[src/rtl/snake_pkg.sv]
// Grid geometry and placement-FSM types shared by the food spawner, renderer and body store.
package snake_pkg;

    localparam int GRID_W_BITS = 5;
    localparam int GRID_H_BITS = 4;
    localparam int IDX_BITS    = GRID_W_BITS + GRID_H_BITS;
    localparam int CELLS       = 1 << IDX_BITS;

    typedef logic [IDX_BITS-1:0]    cell_idx_t;
    typedef logic [GRID_W_BITS-1:0] cell_x_t;
    typedef logic [GRID_H_BITS-1:0] cell_y_t;

    typedef enum logic [1:0] {IDLE, QRY, CHK} state_e;
    typedef enum logic       {RAND, SCAN}     mode_e;

    // Cell index layout is {y, x}.
    function automatic cell_x_t idx_x(cell_idx_t idx);
        return idx[GRID_W_BITS-1:0];
    endfunction

    function automatic cell_y_t idx_y(cell_idx_t idx);
        return idx[IDX_BITS-1:GRID_W_BITS];
    endfunction

endpackage

[src/rtl/food_spawner_if.sv]
// Spawner bundle: random source, spawn request, occupancy query/answer and placement results.
interface food_spawner_if;
    import snake_pkg::*;

    cell_idx_t rand_num;
    logic      spawn_req;
    logic      q_valid;
    cell_idx_t q_idx;
    logic      occupied;
    cell_x_t   food_x;
    cell_y_t   food_y;
    logic      food_valid;
    logic      done;
    logic      fail;
    logic      busy;

    modport master (
        output rand_num, spawn_req, occupied,
        input  q_valid, q_idx, food_x, food_y, food_valid, done, fail, busy
    );

    modport slave (
        input  rand_num, spawn_req, occupied,
        output q_valid, q_idx, food_x, food_y, food_valid, done, fail, busy
    );

endinterface

[src/rtl/food_spawner.sv]
// Places food on a free grid cell: up to MAX_TRIES random candidates, then a wrap-around linear scan.
module food_spawner
    import snake_pkg::*;
#(
    parameter int MAX_TRIES = 8
) (
    input logic           clk,
    input logic           rst,
    food_spawner_if.slave sp
);

    state_e    state;
    mode_e     mode;
    cell_idx_t cand;
    cell_idx_t cand_inc;
    logic [7:0]          try_cnt;
    logic [IDX_BITS-1:0] scan_cnt;

    assign cand_inc = cand + 1'b1;

    always_ff @(posedge clk or posedge rst) begin
        if (rst) begin
            state         <= IDLE;
            mode          <= RAND;
            cand          <= '0;
            try_cnt       <= '0;
            scan_cnt      <= '0;
            sp.q_valid    <= 1'b0;
            sp.q_idx      <= '0;
            sp.food_x     <= '0;
            sp.food_y     <= '0;
            sp.food_valid <= 1'b0;
            sp.done       <= 1'b0;
            sp.fail       <= 1'b0;
            sp.busy       <= 1'b0;
        end else begin
            sp.done    <= 1'b0;
            sp.fail    <= 1'b0;
            sp.q_valid <= 1'b0;
            case (state)
                IDLE: begin
                    // A request coinciding with done/fail is still the tail of the previous placement.
                    if (sp.spawn_req && !sp.done && !sp.fail) begin
                        cand          <= sp.rand_num;
                        sp.q_idx      <= sp.rand_num;
                        sp.q_valid    <= 1'b1;
                        try_cnt       <= 8'd1;
                        scan_cnt      <= '0;
                        mode          <= RAND;
                        sp.food_valid <= 1'b0;
                        sp.busy       <= 1'b1;
                        state         <= QRY;
                    end
                end
                QRY: state <= CHK;
                CHK: begin
                    if (!sp.occupied) begin
                        sp.food_x     <= idx_x(cand);
                        sp.food_y     <= idx_y(cand);
                        sp.food_valid <= 1'b1;
                        sp.done       <= 1'b1;
                        sp.busy       <= 1'b0;
                        state         <= IDLE;
                    end else if (mode == RAND) begin
                        if (try_cnt < 8'(MAX_TRIES)) begin
                            cand     <= sp.rand_num;
                            sp.q_idx <= sp.rand_num;
                            try_cnt  <= try_cnt + 8'd1;
                        end else begin
                            // Scan starts past the last rejected random cell and wraps.
                            mode     <= SCAN;
                            cand     <= cand_inc;
                            sp.q_idx <= cand_inc;
                            scan_cnt <= 9'd1;
                        end
                        sp.q_valid <= 1'b1;
                        state      <= QRY;
                    end else if (scan_cnt < cell_idx_t'(CELLS - 1)) begin
                        cand       <= cand_inc;
                        sp.q_idx   <= cand_inc;
                        scan_cnt   <= scan_cnt + 1'b1;
                        sp.q_valid <= 1'b1;
                        state      <= QRY;
                    end else begin
                        sp.fail <= 1'b1;
                        sp.busy <= 1'b0;
                        state   <= IDLE;
                    end
                end
                default: state <= IDLE;
            endcase
        end
    end

endmodule

[src/flat_wrapper.sv]
// flat-port wrapper written by rule: the top's interface ports become plain ports
module food_spawner_flat import snake_pkg::*;
#(
    parameter int MAX_TRIES = 8
)
  (clk, rst, sp_rand_num, sp_spawn_req, sp_occupied, sp_q_valid, sp_q_idx, sp_food_x, sp_food_y, sp_food_valid, sp_done, sp_fail, sp_busy);
  food_spawner_if sp_i ();
  input logic clk;
  input logic rst;
  input wire logic [$bits(sp_i.rand_num)-1:0] sp_rand_num;
  input wire logic [$bits(sp_i.spawn_req)-1:0] sp_spawn_req;
  input wire logic [$bits(sp_i.occupied)-1:0] sp_occupied;
  output wire logic [$bits(sp_i.q_valid)-1:0] sp_q_valid;
  output wire logic [$bits(sp_i.q_idx)-1:0] sp_q_idx;
  output wire logic [$bits(sp_i.food_x)-1:0] sp_food_x;
  output wire logic [$bits(sp_i.food_y)-1:0] sp_food_y;
  output wire logic [$bits(sp_i.food_valid)-1:0] sp_food_valid;
  output wire logic [$bits(sp_i.done)-1:0] sp_done;
  output wire logic [$bits(sp_i.fail)-1:0] sp_fail;
  output wire logic [$bits(sp_i.busy)-1:0] sp_busy;
  assign sp_i.rand_num = sp_rand_num;
  assign sp_i.spawn_req = sp_spawn_req;
  assign sp_i.occupied = sp_occupied;
  assign sp_q_valid = sp_i.q_valid;
  assign sp_q_idx = sp_i.q_idx;
  assign sp_food_x = sp_i.food_x;
  assign sp_food_y = sp_i.food_y;
  assign sp_food_valid = sp_i.food_valid;
  assign sp_done = sp_i.done;
  assign sp_fail = sp_i.fail;
  assign sp_busy = sp_i.busy;
  food_spawner #(.MAX_TRIES(MAX_TRIES)) u_core (.clk(clk), .rst(rst), .sp(sp_i));
endmodule
[config.mk]
export PLATFORM = sky130hd
export DESIGN_NAME = food_spawner_flat
export DESIGN_NICKNAME = d
export VERILOG_FILES = /design/src/rtl/snake_pkg.sv /design/src/rtl/food_spawner_if.sv /design/src/rtl/food_spawner.sv /design/src/flat_wrapper.sv
export SDC_FILE = /design/constraint.sdc
export NUM_CORES = 1
export LEC_CHECK = 0
export ABC_CLOCK_PERIOD_IN_PS = 5690
export CORE_UTILIZATION = 50
export DETAILED_ROUTE_END_ITERATION = 10
export PLACE_DENSITY = 0.76
export SYNTH_ARGS = -nofsm -noshare
export SYNTH_HDL_FRONTEND = slang
export SYNTH_SLANG_ARGS = --single-unit
[constraint.sdc]
create_clock -name clk -period 5.69 [get_ports clk]
set_clock_uncertainty 0.05 [all_clocks]
set_input_delay 1.138 -clock clk [delete_from_list [all_inputs] [get_ports clk]]
set_output_delay 1.138 -clock clk [all_outputs]
set_load 0.02 [all_outputs]
==> results of run 1 <==
worst paths after layout:
| path | startpoint | to | slack, ns | cells past startpoint |
|---|---|---|---|---|
| max in group asynchronous | rst | u_core.try_cnt[4]$_DFFE_PP0P_ | 3.99 | 3 |
| worst min-delay path | u_core.sp.food_x[1]$_DFFE_PP0P_ | u_core.sp.food_x[1]$_DFFE_PP0P_ | 0.46 | 1 |
| worst max register to register | u_core.state[1]$_DFFE_PP0P_ | u_core.scan_cnt[8]$_DFFE_PP0P_ | 3.21 | 5 |
| worst max-delay path | sp_spawn_req | u_core.scan_cnt[8]$_DFFE_PP0P_ | 2.48 | 6 |
| min in group asynchronous | rst | u_core.sp.q_idx[4]$_DFFE_PP0P_ | 1.21 | 3 |
| worst min register to register | u_core.sp.food_x[1]$_DFFE_PP0P_ | u_core.sp.food_x[1]$_DFFE_PP0P_ | 0.46 | 1 |
Yosys cell counts, types with 2 or more instances:
| master | n | area share (%) |
|---|---|---|
| a21oi_1 | 21 | 4.9 |
| a41oi_1 | 4 | 1.6 |
| nand3b_1 | 2 | 0.70 |
| mux2_2 | 9 | 4.7 |
| a31oi_1 | 4 | 1.2 |
| xor2_1 | 3 | 1.2 |
| a211oi_1 | 2 | 0.70 |
| or4_1 | 2 | 0.70 |
| nand2_1 | 21 | 3.7 |
| and4_1 | 2 | 0.81 |
| o22ai_1 | 2 | 0.58 |
| inv_1 | 5 | 0.87 |
| nand3_1 | 17 | 4.0 |
| ha_1 | 3 | 1.7 |
| nand2b_1 | 2 | 0.58 |
| buf_2 | 5 | 1.2 |
| nor2_1 | 23 | 4.0 |
| o21ai_0 | 12 | 2.8 |
| and3_1 | 5 | 1.5 |
| or3_1 | 2 | 0.58 |
| dfrtp_1 | 43 | 50 |
| a21o_1 | 2 | 0.70 |
| nand4_1 | 3 | 0.87 |
power breakdown:
part	leakage [nW]	switching, mW	internal (mW)
Combinational	0.511	0.293	0.246
Clock	0.0412	0.107	0.0859
Sequential	0.536	0.0964	0.400
Total	1.09	0.497	0.731
registers in the layout (all words and copies together), names as in the netlist:
name,cells
u_core.mode,1
u_core.scan_cnt,9
u_core.sp.busy,1
u_core.sp.done,1
u_core.sp.fail,1
u_core.sp.food_valid,1
u_core.sp.food_x,5
u_core.sp.food_y,4
u_core.sp.q_idx,9
u_core.sp.q_valid,1
u_core.state,2
u_core.try_cnt,8
cell type report:
type,instances,area (um^2)
multi-input cells,162,1010
flip-flops and latches,43,1080
well taps,50,62.6
clock buffers,6,72.6
inverters,5,18.8
clock inverters,2,12.5
fillers,350,1450
repair buffers,36,358
critical path: stages:
cell and delay, ns:
clkdlybuf4s50_1 0.45, or4b_4 0.48, nor2_1 0.60, a21oi_1 0.18, or3_1 0.39, a21oi_1 0.14
cells by family after synthesis:
logic type / count (synthesis) / synth area share, %
flops: 43 / 50.0
simple gates: 86 / 20.5
compound gates: 59 / 18.0
mux: 10 / 5.18
xor+xnor: 4 / 1.63
buf+inv: 13 / 2.91
fa+ha+maj: 3 / 1.75
placed cells by master, fill, tap and decap left out, types with 2 or more instances in the layout:
master | netlist | routed
nand3_1 | 17 | 17
and4_1 | 2 | 2
mux2_2 | 9 | 9
dfrtp_1 | 43 | 43
inv_1 | 5 | 5
nand3b_1 | 2 | 2
a21o_1 | 2 | 2
ha_1 | 3 | 3
a31oi_1 | 4 | 4
or3_1 | 2 | 2
a21oi_1 | 21 | 21
o22ai_1 | 2 | 2
xor2_1 | 3 | 3
nand2_1 | 21 | 21
a41oi_1 | 4 | 4
clkdlybuf4s50_1 | 0 | 35
o21ai_0 | 12 | 12
nand4_1 | 3 | 3
and3_1 | 5 | 5
nor2_1 | 23 | 23
clkbuf_8 | 0 | 5
or4_1 | 2 | 2
nand2b_1 | 2 | 2
a211oi_1 | 2 | 2
layer usage:
layer	wire, um	share of wire, %	vias to the layer above
met1	2250	48	875
met4	48	1.0	0
met2	2150	46	54
met3	234	5.0	10
met5	0	0	-
li1	-	-	869
==> results.md, run 1 <==
* Setup bufs post-CTS at 0
* Worst slew pin tran at between 1 and 1.5 ns
* Ys flop type: dfrtp_1
* Fin Hold WS at around 0.46 ns
* Leakage power at 1.09 nW
* Post-DRT Antenna Nets at 0
* Initial antenna violation count at 0
* Dpl ws at about 2.2 ns
* Slew Limit Fails at 0
* I/O pin cnt at 36
* Seq/Total Area, Yosys at between 50% and 60%
* Share of cells above drive strength 1 at approximately a tenth
* Core ar. at between 0.004 and 0.005 mm^2
* Critical Path Start Type: input port
* Clock sinks at 43
* Placed Instances at just under 300
* Final Hold Fails at 0
* Crit share post-route at a little under three fifths
* Final wirelength at 4690 um
* Cells after synthesis at 218
* Routed len/inst at 15.4 um
* Met2 GRT Util at approximately 33%
* Port buffer count at 35
* Power per standard cell area at 470 mW/mm^2
* CTS resizes at 0
* CTS clock-pin slew for the worst setup and hold paths at 0.08 ns
* # rows at 23
* Initial DRT Pass Iterations at 5
* Final setup fails at 0
* Vias at 1808
* Status: finished clean
* Die area at roughly 0.0046 mm^2
* Largest net degree at the start of global routing at between 40 and 50
* Critical path peak fanout at 11
* Vias per cell at 5.95
* Area of the mapped netlist at 0.00215 mm^2
* Die X at approximately 68 um
* Final Cell Area at approximately 0.0026 mm^2
* Nets at between 200 and 300
* Library cells used by synthesis at 47
* Post-synth EDFFs at 0
* Cts bufs inserted at 5
* Layout Utilization at roughly 64%
* Final setup TNS at 0 ns
* WP data required at slightly below 6 ns
* WS Path Type: in -> reg
* Global-route track usage on met3 at slightly above 5%
* GRT overflow at 0
* Residual DRC count at 0
* H-tree levels at 2
* GP Congestion at 0.837
* Bufs on Longest Clock Path at 2
* Crit path time final at 3.21 ns
* Vias in the first global route at 1529
* Worst Slack Setup Final at around 2.5 ns
* P&R area growth vs syn at 21.5%
* Asr flop ratio synth at 100%
* Ant. Diodes at 0
* Slew headroom at a little under a third
* Hold Buf Count CTS at 0
* #FFs+latches synth at 43
* Crit end category: flip-flop
* Synthesized area per cell at slightly below 10 um^2
* Total power at between 1 and 1.5 mW
* Clk root buf: clkbuf_8
* Peak supply drop at 0.313 mV
* GR met1 Demand/Resource at a little over 30%
* Ys Warns at 0
* Starting Density at a little over half
* Clk Latency, worst-skew pair at roughly 0.3 ns
* Placed Area at between 0.002 and 0.003 mm^2
* RSZ-0062 raised after global routing: no
* Initial DRC Count at about 140
* Final cell count without fillers at approximately 300
* Crit path DAT at 3.38 ns
* Max_cap viols at 0
* Die H at just under 70 um
* DP Wirelength at around 3200 um
* GRT Util Overall at between 20% and 30%
* Achievable Freq at a little over 300 MHz
* TritonCTS clock tree: yes
* HP Class: reg -> reg
* Most used routing layer: met2
* Global-route wire length before repair at between 7000 and 8000 um
* Syn Nets at between 200 and 250
No activity file was read; power rests on OpenSTA's default activity.
==> inputs of run 2 (changes only) <==
--- a/config.mk
+++ b/config.mk
@@ -5,7 +5,7 @@
 export SDC_FILE = /design/constraint.sdc
 export NUM_CORES = 1
 export LEC_CHECK = 0
-export ABC_CLOCK_PERIOD_IN_PS = 5690
+export ABC_CLOCK_PERIOD_IN_PS = 3150
 export CORE_UTILIZATION = 50
 export DETAILED_ROUTE_END_ITERATION = 10
 export PLACE_DENSITY = 0.76
==> constraint.sdc (replaced) <==
create_clock -name clk -period 3.15 [get_ports clk]
set_clock_uncertainty 0.05 [all_clocks]
set_input_delay 0.63 -clock clk [delete_from_list [all_inputs] [get_ports clk]]
set_output_delay 0.63 -clock clk [all_outputs]
set_load 0.02 [all_outputs]
==> results.md, run 2 (synthesis results as in run 1) <==
* Power per standard cell area at 848 mW/mm^2 (+80%)
* GRT overflow at 0 (unchanged)
* Nets at 274 (+1.9%)
* Hold Buf Count CTS at 0 (unchanged)
* Initial DRC Count at 112 (-21%)
* GP Congestion at 0.964 (+15%)
* I/O pin cnt at 36 (unchanged)
* WL met2 at 2030 um (-5.6%)
* Initial antenna violation count at 0 (unchanged)
* Crit share post-route at 72.8%
* GRT Util Overall at 22.4% (+0.67 points)
* Starting Density at 53.0% (unchanged)
* Final setup fails at 0 (unchanged)
* Residual DRC count at 0 (unchanged)
* Ant. Diodes at 0 (unchanged)
* Routed len/inst at 14.7 um (-4.3%)
* Status: finished clean
* Max_cap viols at 0 (unchanged)
* Slew Limit Fails at 0 (unchanged)
* Port buffer count at 35 (unchanged)
* Clock sinks at 43 (unchanged)
* M1 WL at 2240 um (-0.31%)
* Clk root buf: clkbuf_8
* Die H at 67.6 um (unchanged)
* Critical Path Start Type: input port
* Final Hold Fails at 0 (unchanged)
* Bufs on Longest Clock Path at 2 (unchanged)
* Leakage power at 1.11 nW (+2.3%)
* RSZ-0062 raised after global routing: no
* # rows at 23 (unchanged)
* CTS resizes at 0 (unchanged)
* Initial DRT Pass Iterations at 4 (-1)
* Vias in the first global route at 1645 (+7.6%)
* DP Wirelength at 3200 um (-1.4%)
* Post-DRT Antenna Nets at 0 (unchanged)
* Setup bufs post-CTS at 0 (unchanged)
* Core ar. at 0.00406 mm^2 (unchanged)
* WL met3 at 215 um (-8.1%)
* Achievable Freq at between 400 and 500 MHz
* P&R area growth vs syn at 23.2%
* Most frequent cells in the layout: dfrtp_1 (43), clkdlybuf4s50_1 (35), nor2_1 (23), nand2_1 (21), a21oi_1 (21)
* Top layer in use: met4
* TritonCTS clock tree: yes
* Global-route wire length before repair at 7520 um (+2.7%)
* Slew headroom at 43.4% (+13 points)
* Crit end category: flip-flop
* Final wirelength at 4560 um (-2.8%)
* Die X at 67.6 um (unchanged)
* CTS clock-pin slew for the worst setup and hold paths at 0.08 ns (about the same)
* Worst slew pin tran at 0.849 ns (-0.187 ns)
* Largest net degree at the start of global routing at 44 (unchanged)
* WS Path Type: in -> reg
* Final setup TNS at 0 ns (unchanged)
* Peak supply drop at 0.517 mV (+65%)
* Cts bufs inserted at 5 (unchanged)
* Most common cell after layout, fill and taps aside: dfrtp_1
* H-tree levels at 2 (unchanged)
* Share of cells above drive strength 1 at 11.2% (+1.7 points)
* Crit path DAT at 2.46 ns (-0.92 ns)
* Critical path peak fanout at 16 (+5)
* Total power at 2.25 mW (+83%)
* Crit path time final at between 2 and 2.5 ns
* WP data required at 3.32 ns (-2.54 ns)
* Final cell count without fillers at 309 (+1.6%)
* Placed Instances at 301 (+1.7%)
* HP Class: reg -> reg
* Number of fill cells at 334 (-4.6%)
* Largest registers: u_core.scan_cnt x9, u_core.sp.q_idx x9, u_core.try_cnt x8
* Vias per cell at 5.82 (-2.1%)
* Clk Latency, worst-skew pair at 0.30 ns (about the same)
* Die area at 0.00457 mm^2 (unchanged)
* Vias at 1799 (-0.50%)
run 2: cell count changes in the layout (fill, tap and decap cells not counted), sizes merged:
| cell | previous run | this run |
|---|---|---|
| buf | 1 | 6 |
run 2: per-stage QoR:
stage / instance area [um^2] / hold WS, ns / setup WS [ns] / util, %
final: 2650 / 0.434 / 0.855 / 65.3
after global routing: 2650 / 0.474 / 0.701 / 65.3
after CTS: 2650 / 0.434 / 0.875 / 65.3
after detailed placement: 2560 / 0.414 / 0.566 / 63.2
after global placement: 2560 / 0.417 / 0.622 / 63.2
after floorplan: 2150 / 0.415 / 1.14 / -
run 2: cell type report:
| cell class | count | area (um^2) | share of cell area, % |
|---|---|---|---|
| timing repair buffer | 41 | 395 | 14.9 |
| sequential | 43 | 1080 | 40.6 |
| clock inverter | 2 | 12.5 | 0.472 |
| clock buffer | 6 | 72.6 | 2.74 |
| multi-input combinational | 162 | 1010 | 38.2 |
| tap | 50 | 62.6 | 2.36 |
| inverter | 5 | 18.8 | 0.708 |
run 2: final timing paths:
check | start | endpoint | slack, ns | cells after the start
setup reg to reg | u_core.scan_cnt[2]$_DFFE_PP0P_ | u_core.sp.q_idx[6]$_DFFE_PP0P_ | 1.05 | 6
setup / recovery | sp_spawn_req | u_core.sp.q_idx[1]$_DFFE_PP0P_ | 0.86 | 7
min in group asynchronous | rst | u_core.sp.food_x[4]$_DFFE_PP0P_ | 0.70 | 3
max in group asynchronous | rst | u_core.sp.q_idx[7]$_DFFE_PP0P_ | 1.97 | 3
hold reg to reg | u_core.sp.food_valid$_DFFE_PP0P_ | u_core.sp.food_valid$_DFFE_PP0P_ | 0.43 | 1
hold / removal | u_core.sp.food_valid$_DFFE_PP0P_ | u_core.sp.food_valid$_DFFE_PP0P_ | 0.43 | 1
run 2: critical path: stages:
cell,delay (ns)
clkdlybuf4s50_1,0.45
or4b_4,0.47
nand2b_4,0.22
nand2_1,0.20
buf_4,0.26
nor2_1,0.06
a31oi_1,0.15
run 2: routing by layer:
layer	GRT usage (%)	vias up
met4	7.71	0
met1	32.0	864
met5	0	-
met2	32.1	49
li1	-	877
met3	6.42	9
run 2: where the power goes:
group          total [mW]  switching, mW  internal, mW
Combinational        1.01          0.538         0.473
Clock               0.346          0.191         0.155
Sequential          0.889          0.168         0.722
Total                2.25          0.897          1.35
==> inputs of run 3 (changes only) <==
--- a/config.mk
+++ b/config.mk
@@ -5,7 +5,7 @@
 export SDC_FILE = /design/constraint.sdc
 export NUM_CORES = 1
 export LEC_CHECK = 0
-export ABC_CLOCK_PERIOD_IN_PS = 3150
+export ABC_CLOCK_PERIOD_IN_PS = 2200
 export CORE_UTILIZATION = 50
 export DETAILED_ROUTE_END_ITERATION = 10
 export PLACE_DENSITY = 0.76
==> constraint.sdc (replaced) <==
create_clock -name clk -period 2.2 [get_ports clk]
set_clock_uncertainty 0.05 [all_clocks]
set_input_delay 0.44 -clock clk [delete_from_list [all_inputs] [get_ports clk]]
set_output_delay 0.44 -clock clk [all_outputs]
set_load 0.02 [all_outputs]
==> results.md, run 3 (synthesis results as in run 1) <==
* Layout Utilization at 68.5% (+3.2 points)
* Clk Latency, worst-skew pair at 0.30 ns (about the same)
* Final setup fails at 0 (unchanged)
* Vias in the first global route at 1801 (+9.5%)
* Setup bufs post-CTS at 0 (unchanged)
* Worst reg2reg path startpoint: u_core.scan_cnt[2]$_DFFE_PP0P_
* Max_cap viols at 0 (unchanged)
* Hold_sp: u_core.sp.food_valid$_DFFE_PP0P_
* Peak supply drop at 0.669 mV (+29%)
* Most frequent cells in the layout: dfrtp_1 (43), clkdlybuf4s50_1 (35), nor2_1 (23), nand2_1 (21), a21oi_1 (20)
* # rows at 23 (unchanged)
* Slew Limit Fails at 0 (unchanged)
* Global-route wire length before repair at 7970 um (+6.0%)
* Final wirelength at 4810 um (+5.6%)
* H-tree levels at 2 (unchanged)
* R2R setup slack at 0.23 ns (-0.82 ns)
* GRT Util Overall at 23.6% (+1.2 points)
* GP Congestion at 0.858 (-11%)
* Critical Path Start Type: input port
* WS Path Type: in -> reg
* Residual DRC count at 0 (unchanged)
* Ant. Diodes at 0 (unchanged)
* Worst reg2reg path endpoint: u_core.sp.q_idx[0]$_DFFE_PP0P_
* Final Hold Fails at 0 (unchanged)
* Worst Slack Setup Final at 0.203 ns (-0.653 ns)
* RSZ-0062 raised after global routing: no
* Worst slew pin tran at 0.586 ns (-0.263 ns)
* Crit end category: flip-flop
* Leakage power at 1.19 nW (+6.6%)
* Initial antenna violation count at 0 (unchanged)
* GRT overflow at 0 (unchanged)
* Bufs on Longest Clock Path at 2 (unchanged)
* Clock sinks at 43 (unchanged)
* Share of cells above drive strength 1 at 14.6% (+3.4 points)
* Critical path peak fanout at 7 (-9)
* Final Cell Area at 0.00278 mm^2 (+5.0%)
* Nets at 283 (+3.3%)
* Largest net degree at the start of global routing at 44 (unchanged)
* Power per standard cell area at 1280 mW/mm^2 (+52%)
* Worst hold endpoint: u_core.sp.food_valid$_DFFE_PP0P_
* HP Class: reg -> reg
* Placed Area at 0.00265 mm^2 (+3.1%)
* Initial DRC Count at 138 (+23%)
* Hold Path Depth at 1 (unchanged)
* Initial DRT Pass Iterations at 4 (unchanged)
* Crit path DAT at 2.17 ns (-0.29 ns)
* CTS resizes at 0 (unchanged)
* Crit share post-route at between 90% and 100%
* Vias at 1881 (+4.6%)
* Die X at 67.6 um (unchanged)
* R2R cell count at 7 (+1)
* Dpl ws at -0.117 ns (-0.683 ns)
* Hold Buf Count CTS at 0 (unchanged)
* Routed len/inst at 15.1 um (+2.6%)
* Starting Density at 53.0% (unchanged)
* Clk root buf: clkbuf_8
* Slew headroom at 61.0% (+18 points)
* Crit path time final at roughly 2.0 ns
* Status: finished clean
* Core ar. at 0.00406 mm^2 (unchanged)
* Largest registers: u_core.scan_cnt x9, u_core.sp.q_idx x9, u_core.try_cnt x8
* Cts bufs inserted at 5 (unchanged)
* Most common cell after layout, fill and taps aside: dfrtp_1
* TritonCTS clock tree: yes
* Port buffer count at 35 (unchanged)
* WP data required at 2.37 ns (-0.95 ns)
* I/O pin cnt at 36 (unchanged)
* CTS clock-pin slew for the worst setup and hold paths at 0.08 ns (about the same)
* P&R area growth vs syn at 29.3%
* Die H at 67.6 um (unchanged)
* Achievable Freq at ~500 MHz
* Post-DRT Antenna Nets at 0 (unchanged)
* DP Wirelength at 3410 um (+6.4%)
* Die area at 0.00457 mm^2 (unchanged)
* Vias per cell at 5.92 (+1.6%)
## run 3: cell count changes in the layout (fill, tap and decap cells not counted)
| cell | previous run | this run |
|---|---|---|
| a21oi_2 | 1 | 2 |
| bufinv_16 | 0 | 2 |
| clkinvlp_4 | 1 | 0 |
| buf_4 | 6 | 14 |
| a21oi_1 | 21 | 20 |
| buf_12 | 0 | 1 |
| clkinv_2 | 1 | 0 |
## run 3: area by class of cell
type,instances,area (um^2)
Clock buffer,6,72.6
Sequential cell,43,1080
Inverter,5,18.8
Timing Repair Buffer,50,475
Clock inverter,2,60.1
Tap cell,50,62.6
Multi-Input combinational cell,162,1020
Fill cell,312,1280
## run 3: how the worst max path moves through the flow
| stage | depth (start not counted) | slack (ns) | to | start |
|---|---|---|---|---|
| global route | 5 | 0.08 | u_core.scan_cnt[8]$_DFFE_PP0P_ | u_core.scan_cnt[2]$_DFFE_PP0P_ |
| CTS | 6 | 0.19 | u_core.scan_cnt[7]$_DFFE_PP0P_ | sp_spawn_req |
| floorplan | 6 | 0.29 | u_core.scan_cnt[7]$_DFFE_PP0P_ | u_core.sp.done$_DFF_PP0_ |
| finish | 6 | 0.20 | u_core.scan_cnt[7]$_DFFE_PP0P_ | sp_spawn_req |
| global placement | 6 | -0.05 | u_core.scan_cnt[7]$_DFFE_PP0P_ | sp_spawn_req |
| detailed placement | 6 | -0.12 | u_core.scan_cnt[7]$_DFFE_PP0P_ | sp_spawn_req |
## run 3: critical path, cell delays in order
cell	delay, ns
clkdlybuf4s50_1	0.46
or4b_4	0.48
nand2b_4	0.21
nand2_4	0.07
or3b_1	0.33
a31oi_1	0.18
## run 3: metal layers
layer	up-vias	GRT usage, %	part of all wire, %
li1	897	-	-
met1	908	29.5	46
met2	67	38.0	47
met3	9	6.59	5.0
met4	0	9.84	1.7
met5	-	0	0
## run 3: power by group
| group | switching, mW | internal [mW] |
|---|---|---|
| registers | 0.255 | 1.03 |
| logic | 0.790 | 0.773 |
| clock network | 0.269 | 0.454 |
## run 3: metrics by stage
| stage | setup TNS [ns] | std cells | hold slack (ns) | total power, mW |
|---|---|---|---|---|
| 2_1_floorplan | 0 | 218 | 0.415 | 2.13 |
| 3_3_place_gp | -0.0986 | 310 | 0.418 | 2.82 |
| 3_5_place_dp | -0.695 | 310 | 0.420 | 2.86 |
| 4_1_cts | 0 | 318 | 0.439 | 3.59 |
| 5_1_grt | 0 | 318 | 0.483 | 3.79 |
| 6_report | 0 | 318 | 0.438 | 3.57 |
